`src/rtl/riscv_pkg.sv`:
```
// Shared RISC-V core definitions.
//   XLEN          : data/address width
//   ILEN          : instruction width
//   fetch_state_e : instruction fetch FSM states
package riscv_pkg;

  localparam int unsigned XLEN = 32;
  localparam int unsigned ILEN = 32;

  typedef enum logic [1:0] {
    REQ  = 2'd0,
    WAIT = 2'd1,
    DROP = 2'd2
  } fetch_state_e;

endpackage

```
`src/rtl/instr_fetch.sv`:
```
// Instruction fetch stage: issues one instruction-memory request at a time
// from the external PC register, advances that PC by 4 on grant, and holds the
// returned instruction toward decode until accepted. Redirects retarget the PC
// and discard any in-flight response.
//
// Ports:
//   i_clk, i_reset_n              clock, asynchronous active-low reset
//   i_pc_curr                     current PC from the external PC register
//   o_pc_write, o_pc_next         PC register update (combinational)
//   i_redirect, i_redirect_pc     branch/jump/trap redirect pulse and target
//   o_imem_req, o_imem_addr       memory request (combinational)
//   i_imem_gnt                    request accepted this cycle
//   i_imem_rvalid, i_imem_rdata   memory response
//   o_if_valid/o_if_pc/o_if_instr registered instruction toward decode
//   i_id_ready                    decode accepts the instruction this cycle
module instr_fetch
  import riscv_pkg::*;
#(
  parameter int unsigned XLEN = riscv_pkg::XLEN,
  parameter int unsigned ILEN = riscv_pkg::ILEN
) (
  input  logic            i_clk,
  input  logic            i_reset_n,
  input  logic [XLEN-1:0] i_pc_curr,
  output logic            o_pc_write,
  output logic [XLEN-1:0] o_pc_next,
  input  logic            i_redirect,
  input  logic [XLEN-1:0] i_redirect_pc,
  output logic            o_imem_req,
  output logic [XLEN-1:0] o_imem_addr,
  input  logic            i_imem_gnt,
  input  logic            i_imem_rvalid,
  input  logic [ILEN-1:0] i_imem_rdata,
  output logic            o_if_valid,
  output logic [XLEN-1:0] o_if_pc,
  output logic [ILEN-1:0] o_if_instr,
  input  logic            i_id_ready
);

  fetch_state_e    state_q, state_d;
  logic [XLEN-1:0] pc_lat_q;
  logic            if_valid_q;
  logic [XLEN-1:0] if_pc_q;
  logic [ILEN-1:0] if_instr_q;

  logic            req;
  logic            grant;
  logic            load_resp;

  assign o_imem_addr = {i_pc_curr[XLEN-1:2], 2'b00};
  assign o_imem_req  = req;
  assign o_if_valid  = if_valid_q;
  assign o_if_pc     = if_pc_q;
  assign o_if_instr  = if_instr_q;

  // Next-state, request and PC-update logic
  always_comb begin
    state_d    = state_q;
    req        = 1'b0;
    grant      = 1'b0;
    load_resp  = 1'b0;
    o_pc_write = 1'b0;
    o_pc_next  = i_pc_curr + XLEN'(4);

    unique case (state_q)
      REQ: begin
        // A new request only when decode can take what comes back
        req = !i_redirect && (!if_valid_q || i_id_ready);
        if (req && i_imem_gnt) begin
          grant      = 1'b1;
          o_pc_write = 1'b1;
          state_d    = WAIT;
        end
      end
      WAIT: begin
        if (i_redirect) begin
          // Response arriving with the redirect is simply discarded
          state_d = i_imem_rvalid ? REQ : DROP;
        end else if (i_imem_rvalid) begin
          load_resp = 1'b1;
          state_d   = REQ;
        end
      end
      DROP: begin
        if (i_imem_rvalid) begin
          state_d = REQ;
        end
      end
      default: state_d = REQ;
    endcase

    // Redirect wins over any sequential PC advance
    if (i_redirect) begin
      o_pc_write = 1'b1;
      o_pc_next  = i_redirect_pc;
    end
  end

  // FSM state register and request PC latch
  always_ff @(posedge i_clk or negedge i_reset_n) begin
    if (!i_reset_n) begin
      state_q  <= REQ;
      pc_lat_q <= '0;
    end else begin
      state_q <= state_d;
      if (grant) begin
        pc_lat_q <= i_pc_curr;
      end
    end
  end

  // Decode-facing output register
  always_ff @(posedge i_clk or negedge i_reset_n) begin
    if (!i_reset_n) begin
      if_valid_q <= 1'b0;
      if_pc_q    <= '0;
      if_instr_q <= '0;
    end else if (i_redirect) begin
      if_valid_q <= 1'b0;
    end else if (load_resp) begin
      if_valid_q <= 1'b1;
      if_pc_q    <= pc_lat_q;
      if_instr_q <= i_imem_rdata;
    end else if (if_valid_q && i_id_ready) begin
      if_valid_q <= 1'b0;
    end
  end

endmodule

```
`config.mk`:
```
export PLATFORM = sky130hd
export DESIGN_NAME = instr_fetch
export DESIGN_NICKNAME = d
export VERILOG_FILES = /design/src/rtl/riscv_pkg.sv /design/src/rtl/instr_fetch.sv
export SDC_FILE = /design/constraint.sdc
export NUM_CORES = 1
export LEC_CHECK = 0
export CAP_MARGIN = 20
export CORE_MARGIN = 2
export CORE_UTILIZATION = 35
export CTS_CLUSTER_DIAMETER = 40
export DETAILED_ROUTE_END_ITERATION = 10
export PLACE_DENSITY_LB_ADDON = 0.15
export SYNTH_ARGS = -nofsm -noshare
export SYNTH_HDL_FRONTEND = slang
export SYNTH_SLANG_ARGS = --single-unit
```
`constraint.sdc`:
```
create_clock -name i_clk -period 2.7 [get_ports i_clk]
set_clock_uncertainty 0.15 [all_clocks]
set_input_delay 0.27 -clock i_clk [delete_from_list [all_inputs] [get_ports i_clk]]
set_output_delay 0.27 -clock i_clk [all_outputs]
set_load 0.1 [all_outputs]
```
==> results of run 1 <==
state kept, by name, summed over array words and instances, names as in the netlist:
register and flops:
o_if_instr 32, o_if_pc 32, o_if_valid 1, pc_lat_q 32, state_q 2
metal layers:
metal / part of all wire (%) / global-route usage [%]
met5: 0 / 0
met4: 1.9 / 8.26
met3: 7.6 / 5.44
met2: 49 / 34.5
met1: 42 / 24.1
worst min-delay path, delay by kind of cell:
family / cells / cell delay [ns]
buffers and inverters: 2 / 0.27
multiplexers: 1 / 0.14
kinds of logic after synthesis:
logic type	Yosys count	share of synthesized area [%]
xor+xnor	11	1.97
simple gates	101	11.3
buf+inv	59	7.25
fa+ha+maj	1	0.255
compound gates	44	5.92
other cells	1	0.0765
mux	99	22.7
flops	99	50.5
cells in the mapped netlist, drive strengths merged (2+ instances only):
| library cell | instances |
|---|---|
| nor2 | 13 |
| o41ai | 2 |
| clkbuf | 14 |
| nand4 | 8 |
| a31o | 3 |
| inv | 7 |
| dfrtp | 99 |
| o211ai | 5 |
| nor3 | 2 |
| o21ai | 13 |
| nand2 | 30 |
| or3 | 3 |
| nor4 | 4 |
| and3 | 5 |
| o31ai | 6 |
| a31oi | 11 |
| mux2 | 99 |
| xor2 | 5 |
| o31a | 2 |
| nand3 | 15 |
| or4 | 13 |
| buf | 38 |
| xnor2 | 6 |
| nor4b | 2 |
path summary, 6_finish.rpt:
check                                   startpoint                        end  slack [ns]  cells past startpoint
hold / removal                       i_pc_curr[11]   pc_lat_q[11]$_DFFE_PN0P_        0.21                      3
min in group asynchronous                i_reset_n    o_if_pc[27]$_DFFE_PN0P_        0.31                      2
setup reg to reg            state_q[0]$_DFFE_PN0P_  o_if_instr[0]$_DFFE_PN0P_        0.71                      4
setup / recovery                      i_pc_curr[2]              o_pc_next[24]        0.04                      8
max in group asynchronous                i_reset_n     o_if_valid$_DFFE_PN0P_        1.33                      3
hold reg to reg            pc_lat_q[4]$_DFFE_PN0P_    pc_lat_q[4]$_DFFE_PN0P_        0.35                      1
timing repair:
| action | in CTS | in global routing |
|---|---|---|
| gates cloned | 0 | 0 |
| hold buffers | 1 | 0 |
| buffers inserted | 1 | 1 |
| endpoints found under the setup margin | 18 | 4 |
| pin swaps | 12 | 2 |
| gates resized for setup | 36 | 7 |
| hold endpoints to repair | 45 | 0 |
power by group through the flow:
stage / Combinational [mW] / Clock (mW) / Sequential [mW]
after floorplan: 1.17 / 0 / 5.30
after global placement: 5.52 / 0 / 2.29
after detailed placement: 5.55 / 0 / 2.32
after CTS: 5.55 / 1.41 / 2.30
after global routing: 5.68 / 1.46 / 2.37
final: 5.52 / 1.36 / 2.30
per-stage QoR:
step | instance area [µm²] | TNS, ns | util, % | hold WS, ns
3_3_place_gp | 7980 | -3.10 | 57.9 | 0.179
2_1_floorplan | 5150 | -9.52 | - | -0.176
5_1_grt | 8360 | -0.0228 | 60.7 | 0.226
4_1_cts | 8350 | 0 | 60.6 | 0.270
3_5_place_dp | 7980 | -3.23 | 57.9 | 0.177
6_report | 8360 | 0 | 60.7 | 0.213
final cells by class:
class	instances	area [µm²]
multi-input combinational	258	2350
sequential	99	2480
timing repair buffer	303	2960
clock buffer	10	239
inverter	7	26.3
tap	180	225
clock inverter	6	76.3
fill	1175	5410
==> results.cfg, run 1 <==
[final_layout]
antennaDiodeCount = 0
stdcell_count = 863
drive_gt1_share_pct = 52.6
nNetsFinal = 781
layout.cells.most_common = buf_4
layout_common_cells = 164 x buf_4, 99 x mux2_2, 98 x dfrtp_1, 75 x clkdlybuf4s50_1, 37 x buf_12
area_growth_pct = 70.5

[sta]
setup_slack_ns = 0.0449
fin_crit_ns = 2.66
fmax_mhz = 377
drv_slew = 0
slew_headroom_pct = 58.6
finalCritPeriodShare_pct = 98.3
worstMarginPinSlew_ns = 0.621
setup_viol = 0
hold_viol = 0
grt_setup_unrepaired = true

[floorplan]
io_pins = 233
die_h_um = 122
core_mm2 = 0.0138
die_width_um = 122
start_util_pct = 35.6
rows = 43
dieArea_mm2 = 0.0150

[route]
vias = 4250
wirelength_um = 14900
wl_per_cell_um = 17.2
vias_per_cell = 4.92
drtIter0Drc = 133
drcViolationCount = 0
ant_nets = 0
drtPass1Iterations = 4

[power]
ir_drop_uv = 682
p_int_mw = 4.11
p_comb_share_pct = 60.1
p_leak_nw = 3.65
power_mw = 9.18
p_sw_mw = 5.06
clkPwrFrac_pct = 14.8
seqPwrFrac_pct = 25.0
p_per_area_mw_per_mm2 = 1100
swShare_pct = 55.2

[yosys]
yosys-top-cells-area = dfrtp_1 51%, mux2_2 23%, buf_4 4.9%
syn-cell-area_mm2 = 0.00490
async_reset_ff_share_pct = 100
synth-seq-cells = 99
synth-edff-count = 0
yosysTopAreaCellShare_pct = 50.5
yosysWarnings = 0
synth-seq-area-share_pct = 50.5
netlist_instances = 415
synth_cell_types = 38
yosys_most_used_dff = dfrtp_1
postSynthAreaPerCell_um2 = 11.8
synth_top_area_cell = dfrtp_1

[hold_path]
holdCritPathClass = input pin to register

[clock_network]
ctsHtreeMaxLevel = 3
cts_buffers = 9
clock_path_buffers = 2
cts.clk_slew.worst_paths_ns = 0.07
cts_sinks = 99
cts_tree = done
root_buffer = clkbuf_16
insertion_delay_ns = 0.35

[place]
placedCellCount = 844
dpl.hpwl_um = 11400
place_ws_ns = -0.349
place.gp.congestion = 0.785
io_buffers = 230

[run]
maxCapViolations = 0

[worst_setup_path]
critPathRequiredTime_ns = 2.28
slowest_delay_ns = 0.49
worstSetupStartpointType = input pin
worst_setup_path_end_kind = output port
cp_common_cell = or4_1
path_buf_inv = 3
crit_chain = dlygate4sd2_1 > ha_4 > buf_4 > nand4_1 > or4_1 > or4_1 > nand3_1 > buf_12
critPathKind = input pin to output port
slowest_stage = or4_1
crit_arrival_ns = 2.24
cpLargestDelayFamily = simple AND/OR/NAND/NOR gates
crit_path_max_fanout = 5

[grt]
grt-ovfl-total = 0
grt_pass1_vias = 4431
grt.total_usage_pct = 20.2
grt_first_pass_wirelength_um = 23200
antenna_found_initial = 0
grt_max_degree = 55

[status]
outcome = finished clean
Note: power is estimated with default switching activity, not from simulation.
==> run 2, diff against run 1 <==
--- a/config.mk
+++ b/config.mk
@@ -5,9 +5,9 @@
 export SDC_FILE = /design/constraint.sdc
 export NUM_CORES = 1
 export LEC_CHECK = 0
-export CAP_MARGIN = 20
 export CORE_MARGIN = 2
 export CORE_UTILIZATION = 35
+export CTS_BUF_LIST = sky130_fd_sc_hd__clkbuf_16
 export CTS_CLUSTER_DIAMETER = 40
 export DETAILED_ROUTE_END_ITERATION = 10
 export PLACE_DENSITY_LB_ADDON = 0.15
==> run 2 against run 1 <==
Compared with the run above:
- sequential power about the same
- flip-flop and latch count unchanged
- clock power barely moved
- first-iteration DRC count increased by 8.3%
- core utilization decreased by 0.073 points
- routed wire length is 0.15% higher
- cell count did not move
- worst setup slack lost 0.0034 ns
- count of clock-buffer cells in the layout decreased by 1
- sequential share of layout area about the same
- largest power group unchanged
==> results.cfg, run 2 (same netlist as run 1, synthesis figures left out) <==
[status]
outcome = finished clean

[final_layout]
area_growth_pct = 70.3
multiInputGateArea_mm2 = 0.00235
nFillCells = 1177
layout_common_cells = 164 x buf_4, 99 x mux2_2, 98 x dfrtp_1, 75 x clkdlybuf4s50_1, 37 x buf_12
regArea_mm2 = 0.00248
antennaDiodeCount = 0
layout.cells.most_common = buf_4
drive_gt1_share_pct = 52.4
nNetsFinal = 781
post-route-util_pct = 60.6

[route]
drtIter0Drc = 144
drcViolationCount = 0
wirelength_um = 14900
ant_nets = 0
wl_per_cell_um = 17.3
vias_per_cell = 4.93
vias = 4251
drtPass1Iterations = 5

[clock_network]
insertion_delay_ns = 0.35
ctsHtreeMaxLevel = 3
clock_path_buffers = 2
root_buffer = clkbuf_16
cts.clk_slew.worst_paths_ns = 0.07
cts_buffers = 9
cts_sinks = 99
cts_tree = done

[sta]
finalCritPeriodShare_pct = 98.5
finalSetupTns_ns = 0
fmax_mhz = 376
hold_viol = 0
slew_headroom_pct = 58.5
worstMarginPinSlew_ns = 0.622
fin_worst_hold_slack_ns = 0.211
grt_setup_unrepaired = true
fin_crit_ns = 2.66
drv_slew = 0
setup_viol = 0

[place]
io_buffers = 230
dpl.hpwl_um = 11400
place.gp.congestion = 0.785

[worst_setup_path]
crit_arrival_ns = 2.24
critPathRequiredTime_ns = 2.28
worstSetupStartpointType = input pin
worst_setup_path_end_kind = output port
crit_path_max_fanout = 5
critPathKind = input pin to output port

[floorplan]
core_mm2 = 0.0138
start_util_pct = 35.6
io_pins = 233
die_h_um = 122
rows = 43
dieArea_mm2 = 0.0150
die_width_um = 122

[power]
ir_drop_uv = 682
p_leak_nw = 3.64
power_mw = 9.14
p_per_area_mw_per_mm2 = 1100

[grt]
grt-ovfl-total = 0
grt.total_usage_pct = 20.2
grt_pass1_vias = 4423
antenna_found_initial = 0
grt_max_degree = 55
grt_first_pass_wirelength_um = 23200

[hold_path]
holdCritPathClass = input pin to register

[run]
maxCapViolations = 0
## run 2: metal layers
layer  global-route usage [%]  vias up  part of all wire, %
met5                        0        -                    0
met4                     8.26        0                  1.9
li1                         -     2009                    -
met1                     24.2     2070                   42
met3                     5.44       15                  7.4
met2                     34.4      157                   49
## run 2: repair_timing
action                                 CTS  global route
buffers inserted                         1             1
resized for setup                       36             7
endpoints found under the hold margin   45             0
setup endpoints to repair               18             4
cloned                                   0             0
pin swaps                               12             2
hold buffers                             1             0
## run 2: through the flow
stage | cell area, µm² | instances | setup WS [ns]
finish | 8350 | 863 | 0.0415
global route | 8350 | 863 | -0.0218
CTS | 8340 | 862 | 0.00949
detailed placement | 7980 | 844 | -0.349
global placement | 7980 | 844 | -0.337
floorplan | 5150 | 416 | -0.442
## run 2: worst max-delay path, cell delays in order
cell           delay (ns)
dlygate4sd2_1        0.29
ha_4                 0.18
buf_4                0.11
nand4_1              0.07
or4_1                0.48
or4_1                0.49
nand3_1              0.14
buf_12               0.19
## run 2: final cells by class
class                      instances  share of cell area (%)
clock buffer                       9                    2.70
tap                              180                    2.70
clock inverter                     7                   0.959
multi-input combinational        258                    28.2
sequential                        99                    29.7
timing repair buffer             303                    35.5
inverter                           7                   0.315
## run 2: worst paths after layout
path / startpoint / endpoint / slack (ns) / cells past startpoint
max in group asynchronous: i_reset_n / o_if_valid$_DFFE_PN0P_ / 1.33 / 3
worst max register to register: state_q[0]$_DFFE_PN0P_ / o_if_pc[13]$_DFFE_PN0P_ / 0.71 / 4
worst min register to register: pc_lat_q[4]$_DFFE_PN0P_ / pc_lat_q[4]$_DFFE_PN0P_ / 0.35 / 1
worst max-delay path: i_pc_curr[2] / o_pc_next[24] / 0.04 / 8
worst min-delay path: i_pc_curr[11] / pc_lat_q[11]$_DFFE_PN0P_ / 0.21 / 3
min in group asynchronous: i_reset_n / o_if_pc[27]$_DFFE_PN0P_ / 0.31 / 2
## run 2: power breakdown
part / total [mW] / switching [mW] / internal [mW]
sequential: 2.30 / 0.280 / 2.02
combinational: 5.52 / 4.18 / 1.33
clock: 1.33 / 0.597 / 0.735
total: 9.14 / 5.06 / 4.08
==> run 3, diff against run 2 <==
--- a/config.mk
+++ b/config.mk
@@ -11,6 +11,7 @@
 export CTS_CLUSTER_DIAMETER = 40
 export DETAILED_ROUTE_END_ITERATION = 10
 export PLACE_DENSITY_LB_ADDON = 0.15
+export SLEW_MARGIN = 20
 export SYNTH_ARGS = -nofsm -noshare
 export SYNTH_HDL_FRONTEND = slang
 export SYNTH_SLANG_ARGS = --single-unit
==> results of run 3 <==
No change in the layout: final DEF, timing and power equal those of run 2.
